[config.mk]
export PLATFORM = sky130hd
export DESIGN_NAME = time_set_ctrl
export DESIGN_NICKNAME = d
export VERILOG_FILES = /design/src/rtl/time_set_ctrl.sv
export SDC_FILE = /design/constraint.sdc
export NUM_CORES = 1
export LEC_CHECK = 0
export ABC_AREA = 1
export CAP_MARGIN = 20
export CELL_PAD_IN_SITES_DETAIL_PLACEMENT = 0
export CELL_PAD_IN_SITES_GLOBAL_PLACEMENT = 1
export CORE_MARGIN = 10
export CORE_UTILIZATION = 40
export CTS_BUF_LIST = sky130_fd_sc_hd__clkbuf_4
export CTS_CLUSTER_SIZE = 30
export DETAILED_ROUTE_END_ITERATION = 12
export GPL_ROUTABILITY_DRIVEN = 0
export PLACE_DENSITY = 0.77
export SLEW_MARGIN = 20
export SYNTH_ARGS = -nofsm -noshare
export SYNTH_HDL_FRONTEND = slang
export SYNTH_SLANG_ARGS = --single-unit
[constraint.sdc]
create_clock -name clk -period 1.8 [get_ports clk]
set_input_delay 0.36 -clock clk [delete_from_list [all_inputs] [get_ports clk]]
set_output_delay 0.36 -clock clk [all_outputs]
set_load 0.01 [all_outputs]
[src/rtl/time_set_ctrl.sv]
// rtl/time_set_ctrl.sv - HH:MM:SS time-setting front end: key debounce, edit FSM, load pulse, blink mask
//
// Debounces the mode/inc/ok push-buttons and runs the edit state machine that
// steps through the hours, minutes and seconds fields of the clock. On ok it
// emits a one-cycle load pulse carrying the edited BCD time.
//
// Optional feature macro: TSET_BLINK_EN builds the blink counter that drives
// blink_mask. Without it blink_mask is tied to zero.
//
// Parameters:
//   DB_CNT     - debounce stable time in clk cycles
//   BLINK_CNT  - blink half-period in clk cycles
// Ports:
//   clk, rst_n                  - clock, asynchronous active-low reset
//   key_mode, key_inc, key_ok   - raw active-low buttons, asynchronous to clk
//   cur_hh_t .. cur_ss_u        - running time, BCD
//   set_hh_t .. set_ss_u        - edited time, BCD, registered
//   set_load                    - one-cycle pulse: clock block loads set_*
//   editing                     - high in any edit state (clock block holds)
//   blink_mask                  - per-digit blank request, [5:4] hh, [3:2] mm, [1:0] ss
module time_set_ctrl #(
  parameter int DB_CNT    = 1_000_000,
  parameter int BLINK_CNT = 12_500_000
) (
  input  logic       clk,
  input  logic       rst_n,
  input  logic       key_mode,
  input  logic       key_inc,
  input  logic       key_ok,
  input  logic [1:0] cur_hh_t,
  input  logic [3:0] cur_hh_u,
  input  logic [2:0] cur_mm_t,
  input  logic [3:0] cur_mm_u,
  input  logic [2:0] cur_ss_t,
  input  logic [3:0] cur_ss_u,
  output logic [1:0] set_hh_t,
  output logic [3:0] set_hh_u,
  output logic [2:0] set_mm_t,
  output logic [3:0] set_mm_u,
  output logic [2:0] set_ss_t,
  output logic [3:0] set_ss_u,
  output logic       set_load,
  output logic       editing,
  output logic [5:0] blink_mask
);

  localparam int DBW = $clog2(DB_CNT + 1);

  typedef enum logic [1:0] {
    IDLE    = 2'd0,
    EDIT_HH = 2'd1,
    EDIT_MM = 2'd2,
    EDIT_SS = 2'd3
  } state_t;

  state_t state;

  // Key index: 0 = inc, 1 = mode, 2 = ok
  logic [2:0]          raw_keys;
  logic [2:0]          sync1;
  logic [2:0]          sync2;
  logic [2:0]          db_level;
  logic [2:0]          db_level_q;
  logic [2:0]          press;
  logic [2:0][DBW-1:0] db_cnt;

  assign raw_keys = {key_ok, key_mode, key_inc};

  // The counter only runs while the synced input disagrees with the
  // debounced level, so any bounce back to the old level restarts it.
  always_ff @(posedge clk or negedge rst_n) begin
    if (!rst_n) begin
      sync1      <= '1;
      sync2      <= '1;
      db_level   <= '1;
      db_level_q <= '1;
      press      <= '0;
      db_cnt     <= '0;
    end else begin
      sync1      <= raw_keys;
      sync2      <= sync1;
      db_level_q <= db_level;
      press      <= db_level_q & ~db_level;
      for (int k = 0; k < 3; k++) begin
        if (sync2[k] == db_level[k]) begin
          db_cnt[k] <= '0;
        end else if (db_cnt[k] == DBW'(DB_CNT - 1)) begin
          db_level[k] <= sync2[k];
          db_cnt[k]   <= '0;
        end else begin
          db_cnt[k] <= db_cnt[k] + 1'b1;
        end
      end
    end
  end

  logic p_inc, p_mode, p_ok;
  assign p_inc  = press[0];
  assign p_mode = press[1];
  assign p_ok   = press[2];

  // ok is ignored in IDLE, so it only masks mode once editing.
  logic edit_entry;
  assign edit_entry = p_mode & ((state == IDLE) | ~p_ok);

  function automatic logic [5:0] clamp_hh(input logic [1:0] t, input logic [3:0] u);
    if (t > 2'd2 || u > 4'd9 || (t == 2'd2 && u > 4'd3))
      return {2'd2, 4'd3};
    return {t, u};
  endfunction

  function automatic logic [6:0] clamp_ms(input logic [2:0] t, input logic [3:0] u);
    if (t > 3'd5 || u > 4'd9)
      return {3'd5, 4'd9};
    return {t, u};
  endfunction

  function automatic logic [5:0] inc_hh(input logic [1:0] t, input logic [3:0] u);
    if (t == 2'd2 && u == 4'd3)
      return 6'd0;
    if (u == 4'd9)
      return {t + 2'd1, 4'd0};
    return {t, u + 4'd1};
  endfunction

  function automatic logic [6:0] inc_ms(input logic [2:0] t, input logic [3:0] u);
    if (u == 4'd9)
      return (t == 3'd5) ? 7'd0 : {t + 3'd1, 4'd0};
    return {t, u + 4'd1};
  endfunction

  // Edit registers are the set_* outputs themselves.
  always_ff @(posedge clk or negedge rst_n) begin
    if (!rst_n) begin
      state    <= IDLE;
      set_hh_t <= '0;
      set_hh_u <= '0;
      set_mm_t <= '0;
      set_mm_u <= '0;
      set_ss_t <= '0;
      set_ss_u <= '0;
      set_load <= 1'b0;
      editing  <= 1'b0;
    end else begin
      set_load <= 1'b0;
      if (state == IDLE) begin
        if (p_mode) begin
          {set_hh_t, set_hh_u} <= clamp_hh(cur_hh_t, cur_hh_u);
          {set_mm_t, set_mm_u} <= clamp_ms(cur_mm_t, cur_mm_u);
          {set_ss_t, set_ss_u} <= clamp_ms(cur_ss_t, cur_ss_u);
          state                <= EDIT_HH;
          editing              <= 1'b1;
        end
      end else if (p_ok) begin
        set_load <= 1'b1;
        editing  <= 1'b0;
        state    <= IDLE;
      end else if (p_mode) begin
        case (state)
          EDIT_HH: state <= EDIT_MM;
          EDIT_MM: state <= EDIT_SS;
          default: state <= EDIT_HH;
        endcase
      end else if (p_inc) begin
        case (state)
          EDIT_HH: {set_hh_t, set_hh_u} <= inc_hh(set_hh_t, set_hh_u);
          EDIT_MM: {set_mm_t, set_mm_u} <= inc_ms(set_mm_t, set_mm_u);
          default: {set_ss_t, set_ss_u} <= inc_ms(set_ss_t, set_ss_u);
        endcase
      end
    end
  end

`ifdef TSET_BLINK_EN
  localparam int BLW = $clog2(BLINK_CNT + 1);

  logic [BLW-1:0] blink_cnt;
  logic           blink_phase;

  // Restarting on every field change gives the newly selected field a full
  // visible half-period before it first blanks.
  always_ff @(posedge clk or negedge rst_n) begin
    if (!rst_n) begin
      blink_cnt   <= '0;
      blink_phase <= 1'b0;
    end else if (edit_entry) begin
      blink_cnt   <= '0;
      blink_phase <= 1'b0;
    end else if (blink_cnt == BLW'(BLINK_CNT - 1)) begin
      blink_cnt   <= '0;
      blink_phase <= ~blink_phase;
    end else begin
      blink_cnt <= blink_cnt + 1'b1;
    end
  end

  always_comb begin
    blink_mask = '0;
    case (state)
      EDIT_HH: blink_mask[5:4] = {2{blink_phase}};
      EDIT_MM: blink_mask[3:2] = {2{blink_phase}};
      EDIT_SS: blink_mask[1:0] = {2{blink_phase}};
      default: blink_mask = '0;
    endcase
  end
`else
  logic blink_unused;
  assign blink_unused = edit_entry & (BLINK_CNT != 0);
  assign blink_mask   = '0;
`endif

endmodule
==> out/qor.yml, run 1 <==
status: "finished clean"
cellPowerDensity_nw_per_um2: 583
nNetsFinal: 857
hpwl_um: 9730
cp.arrival_ns: 2.05
period_minus_slack_ns: 1.66
postRouteAntennaNets: 0
antenna_found_initial: 0
fin_skew_ns: 0.0160
cts_tree: "yes"
syn_avg_cell_area_um2: 7.56
worst_setup_path_start_kind: "register"
die_h_um: 139
rows: 43
syn-instance-count: 751
fill_cells: 1343
port-buffer-count: 46
drtIter0Drc: 257
drc_errors: 0
synthSimpleGateAreaFrac: 0.360
numCtsBuffers: 9
path_clk_slew_ns: 0.16
cellLeakagePower_nw: 2.95
synth.most_common_cell: "nand2_1"
cap_viol_max_count: 0
die_w_um: 139
critPathCaptureType: "register"
seq_power_share: 0.587
clock_power_share: 0.354
dr.pass1.iters: 4
yosys_warnings: 0
fmax_mhz: 601
yosysSeqAreaShare: 0.439
p_sw_frac: 0.246
synth_compound_area_frac: 0.0560
worstHoldPathType: "input pin to register"
ir_drop_mv: 0.373
final-hold-violation-count: 0
die-area_um2: 19400
synth_area_leaders: "dfrtp_1 (38%), nand2_1 (13%), nor2_1 (8.9%)"
area_growth_pct: 17.0
grt_pass1_vias: 4630
p_comb_frac: 0.059
synthDistinctLibCells: 38
rsz0062_at_grt: "false"
clk_latency_ns: 0.48
synth_xor_area_frac: 0.0448
worstPathRequired_ns: 2.19
synth_common_cells: "nand2_1 (190), nor2_1 (134), dfrtp_1 (87), inv_1 (87), nand3_1 (46)"
antenna_cells: 0
cp_max_fo: 4
cts_root_buffer: "clkbuf_4"
synthesis.area_um2: 5680
vias: 4752
gr-usage-all-layers: 0.135
synth_edf_count: 0
cts_sinks: 99
grt_pass1_wl_um: 22200
viasPerCell: 4.72
worst-setup-path-type: "register to register"
postPlaceCellArea_um2: 6370
grt_max_degree: 40
internal_power_mw: 2.92
synthAdderAreaFrac: 0.0243
muxShareOfSynthArea: 0
io_pins: 53
drv_slew: 0
final_area_um2: 6640
drive_gt1_frac: 0.131
synth_top_family_by_area: "simple AND/OR/NAND/NOR gates"
ys_ff_latch: 99
synth_top_flop_cell: "dfrtp_1"
fin_setup_tns_ns: 0
grt-ovfl-total: 0
yosysTopAreaCellShare: 0.384
post_drt_wl_per_cell_um: 12.7
cts_max_level: 3
synth_top_area_cell: "dfrtp_1"
routed_wl_um: 12800
power_switching_mw: 0.952
synthArstFlopShare: 1.00
coreArea_um2: 13900
multi_input_area_um2: 2790
period_share: 0.925
seq_area_um2: 2490
initial_utilization: 0.409
cts_max_path_buffers: 2
setup_viol: 0
## critical path, cell delays in order (launching register included)
cell      delay, ns
dfrtp_1        0.45
inv_2          0.08
ha_4           0.18
ha_1           0.30
nand3_2        0.14
nor2_2         0.20
nand2_1        0.10
nand2_1        0.07
a21boi_1       0.05
## layout by cell type (no fill, tap or decap), types with 11 or more instances in the layout
cell type and n:
a21oi_1 12, buf_4 16, clkdlybuf4s50_1 23, dfrtp_1 85
dfstp_2 12, dlygate4sd2_1 21, inv_1 84, inv_2 11
nand2_1 190, nand3_1 45, nand4_1 13, nor2_1 134
nor2_2 11, nor3_1 12, o21ai_0 35, xor2_1 26
## through the flow
stage          hold slack, ns  utilization  std cells  total power, mW  worst slack [ns]
2_1_floorplan          0.0644            -        756             2.41          0.000955
3_3_place_gp            0.308        0.459        976             2.54            0.0801
3_5_place_dp            0.307        0.459        976             2.54           0.00426
4_1_cts                 0.226        0.477       1006             3.94           0.00453
5_1_grt                 0.234        0.478       1006             4.05           0.00908
6_report                0.279        0.478       1006             3.87             0.135
## state kept, by name, indices dropped and copies added (netlist names), 4 cells and up
signal / flops
set_hh_u: 4
set_ss_u: 4
db_cnt: 60
set_mm_u: 4
## area by class of cell
type | instances | share of cell area
repair buffers | 64 | 0.0899
clock inverters | 7 | 0.0153
clock buffers | 9 | 0.0102
well taps | 180 | 0.0339
inverters | 96 | 0.0546
multi-input cells | 551 | 0.420
flip-flops and latches | 99 | 0.376
## worst paths after layout
check	to	startpoint	cells after the start	slack, ns
max in group asynchronous	sync2[0]	rst_n	3	0.89
worst min register to register	sync2[2]	sync1[2]	0	0.37
min in group asynchronous	db_cnt[45]	rst_n	2	0.33
worst max register to register	set_ss_u[2]	state[1]	8	0.14
worst min-delay path	sync1[2]	key_ok	1	0.28
worst max-delay path	set_ss_u[2]	state[1]	8	0.14
## repair_timing
item,in CTS,in global routing
endpoints found under the setup margin,22,17
pin swaps,0,1
buffers inserted,13,0
resized for setup,23,4
hold endpoints to repair,23,0
hold buffers,1,0
## power groups by stage
stage | registers (mW) | logic, mW | clock network (mW)
2_1_floorplan | 2.31 | 0.101 | 0
3_3_place_gp | 2.31 | 0.228 | 0
4_1_cts | 2.27 | 0.233 | 1.44
5_1_grt | 2.28 | 0.261 | 1.52
6_report | 2.27 | 0.228 | 1.37
3_5_place_dp | 2.31 | 0.230 | 0
## kinds of logic (layout without fill, tap and decap cells)
family	after synthesis	after routing
compound gates	58	58
xor+xnor	29	29
fa+ha+maj	11	11
buf+inv	106	176
flops	99	99
other cells	1	6
simple gates	447	447
## per-layer routing
| metal | GRT usage | routed length, um | up-vias | share of wire |
|---|---|---|---|---|
| li1 | - | - | 2481 | - |
| met1 | 0.184 | 6440 | 2196 | 0.50 |
| met2 | 0.208 | 5750 | 63 | 0.45 |
| met3 | 0.0253 | 384 | 12 | 0.030 |
| met4 | 0.0500 | 185 | 0 | 0.014 |
| met5 | 0 | 0 | - | 0 |
(Power assumes the default switching activity.)
==> inputs of run 2 (changes only) <==
--- a/config.mk
+++ b/config.mk
@@ -10,13 +10,13 @@
 export CELL_PAD_IN_SITES_DETAIL_PLACEMENT = 0
 export CELL_PAD_IN_SITES_GLOBAL_PLACEMENT = 1
 export CORE_MARGIN = 10
-export CORE_UTILIZATION = 40
+export CORE_UTILIZATION = 24
 export CTS_BUF_LIST = sky130_fd_sc_hd__clkbuf_4
 export CTS_CLUSTER_SIZE = 30
 export DETAILED_ROUTE_END_ITERATION = 12
 export GPL_ROUTABILITY_DRIVEN = 0
-export PLACE_DENSITY = 0.77
-export SLEW_MARGIN = 20
+export PLACE_DENSITY = 0.5
+export SLEW_MARGIN = 10
 export SYNTH_ARGS = -nofsm -noshare
 export SYNTH_HDL_FRONTEND = slang
 export SYNTH_SLANG_ARGS = --single-unit
==> out/qor.yml, run 2 (synthesis gave the netlist of run 1 again) <==
hpwl_um: 10400  # +6.4%
vias: 4816  # +1.3%
fill_cells: 2633  # +96%
dr.pass1.iters: 4  # unchanged
status: "finished clean"
die-area_um2: 30200  # +56%
port-buffer-count: 46  # unchanged
critPathCaptureType: "register"
io_pins: 53  # unchanged
worst-setup-path-type: "register to register"
worst_setup_path_start_kind: "register"
postPlaceCellArea_um2: 6550  # +2.8%
largest_reg_flops: 60  # unchanged
fmax_mhz: 609  # +1.5%
cap_viol_max_count: 0  # unchanged
period_minus_slack_ns: 1.64  # -0.0240 ns
nNetsFinal: 864  # +0.82%
final_util: 0.291  # -0.188
numCtsBuffers: 9  # unchanged
final_area_um2: 6800  # +2.4%
cts_sinks: 99  # unchanged
initial_utilization: 0.243  # -0.166
drv_slew: 0  # unchanged
grt_max_degree: 99  # +150%
post_drt_wl_per_cell_um: 12.3  # -2.8%
cellPowerDensity_nw_per_um2: 527  # -9.6%
cts_root_buffer: "clkbuf_4"
crit_buf_inv: 3  # +2
seq_area_um2: 2500  # +0.10%
worstHoldPathType: "input pin to asynchronous set/reset pin"
layout_common_cells: "nand2_1 (190), nor2_1 (134), inv_1 (84), dfrtp_1 (83), nand3_1 (45)"
cts_tree: "yes"
drc_errors: 0  # unchanged
ir_drop_mv: 0.256  # -31%
viasPerCell: 4.18  # -12%
cts_max_level: 3  # unchanged
cp_max_fo: 5  # +1
antenna_found_initial: 1  # +1
fin_skew_ns: 0.0197  # +0.00367 ns
finalNonFillerCells: 1153  # +15%
crit_path_max_incr_delay_ns: 0.44  # about the same
cts_max_path_buffers: 2  # unchanged
grt-ovfl-total: 0  # unchanged
r2r_start: "state[1]"
setup_viol: 0  # unchanged
cp.arrival_ns: 2.08  # +0.03 ns
critPathMostFrequentCell: "inv_2"
cp.depth: 11  # +3
path_clk_slew_ns: 0.16  # about the same
crit_family: "simple AND/OR/NAND/NOR gates"
clk_latency_ns: 0.49  # about the same
r2r-end: "set_hh_t[1]"
cellLeakagePower_nw: 2.95  # about the same
grt_pass1_wl_um: 24300  # +9.6%
use_met2: 0.158  # -0.0496
maxSlewHeadroom: 0.629
die_w_um: 174  # +25%
busiest_layer: "met2"
rsz0062_at_grt: "false"
timing.final.ws_setup_ns: 0.159  # +0.0240 ns
coreArea_um2: 23400  # +69%
crit_chain: "inv_2, ha_4, inv_2, ha_1, inv_2, nand3_2, nor2_4, o21ai_2, nor2_2, nand2_1, nand2_1"
hold_slack_ns: 0.184  # -0.0956 ns
worstPathRequired_ns: 2.24  # +0.05 ns
ff2ff_setup_slack_ns: 0.16  # +0.02 ns
final-hold-violation-count: 0  # unchanged
drtIter0Drc: 320  # +25%
dp_slack_ns: 0.0387  # +0.0344 ns
largest-register: "db_cnt"
use_met1: 0.124  # -0.0604
crit_start: "state[1]"
endpoint: "set_hh_t[1]"
gr-usage-all-layers: 0.0968  # -0.0383
postRouteAntennaNets: 0  # unchanged
cp_slowest_cell: "dfrtp_1"
reg2reg_depth: 11  # +3
place_inst: 1117  # +14%
die_h_um: 174  # +25%
fin_setup_tns_ns: 0  # unchanged
multi_input_area_um2: 2800  # +0.22%
period_share: 0.912  # -0.0134
routed_wl_um: 14200  # +11%
rows: 56  # +30%
worst_pin_slew_ns: 0.556
drive_gt1_frac: 0.138  # +0.00730
area_growth_pct: 19.8
total_power_mw: 3.58  # -7.4%
mostFrequentLayoutCell: "nand2_1"
grt_use_met3: 0.0248  # -0.000511
grt_pass1_vias: 4869  # +5.2%
[run 2: cell types whose count changed in the layout (fill, tap and decap cells not counted), sizes merged]
cell,before,now
buf,18,25
clkbuf,9,10
inv,97,96
clkinv,2,4
dlygate4sd2,21,22
dlymetal6s2s,1,0
bufinv,2,0
diode,0,1
[run 2: worst min path at each step]
stage,depth (start not counted),slack [ns],startpoint,end
floorplan,0,0.06,rst_n,db_cnt[0]
finish,2,0.18,rst_n,db_cnt[14]
CTS,2,0.14,rst_n,db_cnt[14]
global placement,1,0.15,rst_n,db_cnt[14]
detailed placement,1,0.15,rst_n,db_cnt[14]
global route,2,0.15,rst_n,db_cnt[14]
[run 2: what timing repair did]
action,CTS,global route
hold endpoints to repair,87,0
setup buffers,16,2
endpoints found under the setup margin,22,11
pin swaps,0,2
hold buffers,1,0
gates resized for setup,26,4
cloned,0,0
[run 2: area by class of cell]
type | count | area share
tap | 319 | 0.0587
antenna | 1 | 0.000368
clock inverter | 6 | 0.00478
inverter | 96 | 0.0534
sequential | 99 | 0.367
timing repair buffer | 71 | 0.0931
clock buffer | 10 | 0.0110
multi-input combinational | 551 | 0.411
[run 2: worst reg2reg max path, stage by stage, from the launching register on]
cell	delay (ns)
dfrtp_1	0.44
inv_2	0.10
ha_4	0.15
inv_2	0.07
ha_1	0.19
inv_2	0.08
nand3_2	0.10
nor2_4	0.15
o21ai_2	0.10
nor2_2	0.11
nand2_1	0.06
nand2_1	0.06
[run 2: power breakdown]
part           internal, mW  switching, mW  leakage (nW)  total [mW]
clock                 0.286          0.797        0.0573        1.08
combinational        0.0903          0.139          1.66       0.229
sequential             2.25         0.0173          1.24        2.27
[run 2: routing by layer]
| metal | wire (um) | share of wire |
|---|---|---|
| met3 | 455 | 0.032 |
| met4 | 133 | 0.0094 |
| met2 | 6720 | 0.47 |
| met5 | 0 | 0 |
| met1 | 6910 | 0.49 |
==> inputs of run 3 (changes only) <==
--- a/config.mk
+++ b/config.mk
@@ -9,9 +9,10 @@
 export CAP_MARGIN = 20
 export CELL_PAD_IN_SITES_DETAIL_PLACEMENT = 0
 export CELL_PAD_IN_SITES_GLOBAL_PLACEMENT = 1
-export CORE_MARGIN = 10
+export CORE_MARGIN = 1
 export CORE_UTILIZATION = 24
 export CTS_BUF_LIST = sky130_fd_sc_hd__clkbuf_4
+export CTS_CLUSTER_DIAMETER = 150
 export CTS_CLUSTER_SIZE = 30
 export DETAILED_ROUTE_END_ITERATION = 12
 export GPL_ROUTABILITY_DRIVEN = 0
==> out/qor.yml, run 3 (synthesis gave the netlist of run 1 again) <==
ff2ff_setup_slack_ns: 0.16  # about the same
fill_cells: 2483  # -5.7%
endpoint: "set_hh_u[2]"
fin_setup_tns_ns: 0  # unchanged
r2r_start: "state[0]"
period_minus_slack_ns: 1.64  # -0.0000790 ns
cp_max_fo: 7  # +2
status: "finished clean"
largest_reg_flops: 60  # unchanged
critPathMostFrequentCell: "inv_2"
setup_viol: 0  # unchanged
grt_max_degree: 57  # -42%
final_area_um2: 6900  # +1.5%
critPathCaptureType: "register"
post_drt_wl_per_cell_um: 12.1  # -1.8%
initial_utilization: 0.248  # +0.00515
period_share: 0.912  # about the same
cp.arrival_ns: 2.03  # -0.05 ns
cellLeakagePower_nw: 3.01  # +1.9%
postPlaceCellArea_um2: 6570  # +0.31%
io_pins: 53  # unchanged
cts_tree: "yes"
viasPerCell: 4.19  # +0.30%
grt-ovfl-total: 0  # unchanged
path_clk_slew_ns: 0.17  # about the same
reg2reg_depth: 10  # -1
hpwl_um: 10400  # +0.69%
port-buffer-count: 46  # unchanged
fmax_mhz: 609  # about the same
largest-register: "db_cnt"
coreArea_um2: 22900  # -2.1%
crit_start: "state[0]"
crit_buf_inv: 3  # unchanged
dr.pass1.iters: 4  # unchanged
gr-usage-all-layers: 0.124  # +0.0269
ir_drop_mv: 0.260  # +1.7%
nNetsFinal: 868  # +0.46%
grt_pass1_vias: 4890  # +0.43%
die-area_um2: 24300  # -20%
cts_max_level: 3  # unchanged
die_w_um: 156  # -10%
area_growth_pct: 21.6
r2r-end: "set_hh_u[2]"
fin_skew_ns: 0.0246  # +0.00491 ns
multi_input_area_um2: 2800  # about the same
final-hold-violation-count: 0  # unchanged
cts_root_buffer: "clkbuf_4"
die_h_um: 156  # -10%
drtIter0Drc: 170  # -47%
antenna_found_initial: 1  # unchanged
crit_family: "simple AND/OR/NAND/NOR gates"
drv_slew: 0  # unchanged
vias: 4822  # +0.12%
drive_gt1_frac: 0.147  # +0.00890
numCtsBuffers: 9  # unchanged
grt_pass1_wl_um: 23700  # -2.7%
crit_chain: "inv_2, ha_4, inv_2, ha_1, inv_2, nand4_4, nor2_4, o21ai_1, nand2_1, nand2_1"
crit_path_max_incr_delay_ns: 0.42  # -0.02 ns
cts_max_path_buffers: 2  # unchanged
drc_errors: 0  # unchanged
cts_sinks: 99  # unchanged
clk_latency_ns: 0.49  # about the same
rsz0062_at_grt: "false"
seq_area_um2: 2500  # about the same
cellPowerDensity_nw_per_um2: 569  # +8.1%
routed_wl_um: 13900  # -2.0%
postRouteAntennaNets: 0  # unchanged
rows: 55  # -1.8%
layout_common_cells: "nand2_1 (190), nor2_1 (133), inv_1 (84), dfrtp_1 (82), nand3_1 (45)"
cap_viol_max_count: 0  # unchanged
worstPathRequired_ns: 2.19  # -0.05 ns
worst-setup-path-type: "register to register"
cp.depth: 10  # -1
mostFrequentLayoutCell: "nand2_1"
cp_slowest_cell: "dfrtp_1"
worstHoldPathType: "input pin to asynchronous set/reset pin"
worst_setup_path_start_kind: "register"
-- run 3: how the worst min path moves through the flow --
stage	startpoint	end	slack, ns	cells after the start
6_report	rst_n	set_mm_u[2]	0.29	2
5_1_grt	key_ok	sync1[2]	0.23	1
4_1_cts	key_ok	sync1[2]	0.24	1
3_5_place_dp	rst_n	set_mm_u[2]	0.26	1
3_3_place_gp	rst_n	set_mm_u[1]	0.26	1
2_1_floorplan	rst_n	db_cnt[0]	0.06	0
-- run 3: routing by layer --
metal,vias to the layer above,track usage,wire [um]
met1,2245,0.156,6760
met2,57,0.212,6660
met5,-,0,0
met4,0,0.0453,216
met3,14,0.0192,306
li1,2506,-,-
-- run 3: cell type report --
class,count,share of cell area
Antenna cell,1,0.000363
Clock buffer,11,0.0120
Clock inverter,5,0.0125
Inverter,96,0.0526
Multi-Input combinational cell,551,0.406
Sequential cell,99,0.362
Tap cell,313,0.0568
Timing Repair Buffer,75,0.0979
-- run 3: metrics by stage --
| step | util | hold WS [ns] | worst slack [ns] | std cells | power [mW] |
|---|---|---|---|---|---|
| after floorplan | - | 0.0644 | 0.000955 | 756 | 2.41 |
| after global placement | 0.287 | 0.260 | 0.0109 | 1113 | 2.55 |
| after detailed placement | 0.287 | 0.263 | 0.0207 | 1113 | 2.55 |
| after CTS | 0.300 | 0.241 | 0.0113 | 1149 | 4.03 |
| after global routing | 0.301 | 0.229 | 0.00634 | 1151 | 4.15 |
| final | 0.301 | 0.285 | 0.159 | 1151 | 3.93 |
-- run 3: what timing repair did --
| item | 4_1_cts | 5_1_grt |
|---|---|---|
| pin swaps | 0 | 1 |
| setup buffers | 19 | 1 |
| endpoints found under the setup margin | 22 | 18 |
| hold buffers | 1 | 0 |
| endpoints found under the hold margin | 22 | 0 |
| gates resized for setup | 27 | 5 |
-- run 3: power breakdown --
group	internal, mW	switching (mW)	leakage [nW]
Sequential	2.25	0.0170	1.24
Clock	0.605	0.819	0.0916
Combinational	0.0931	0.140	1.68
Total	2.95	0.977	3.01
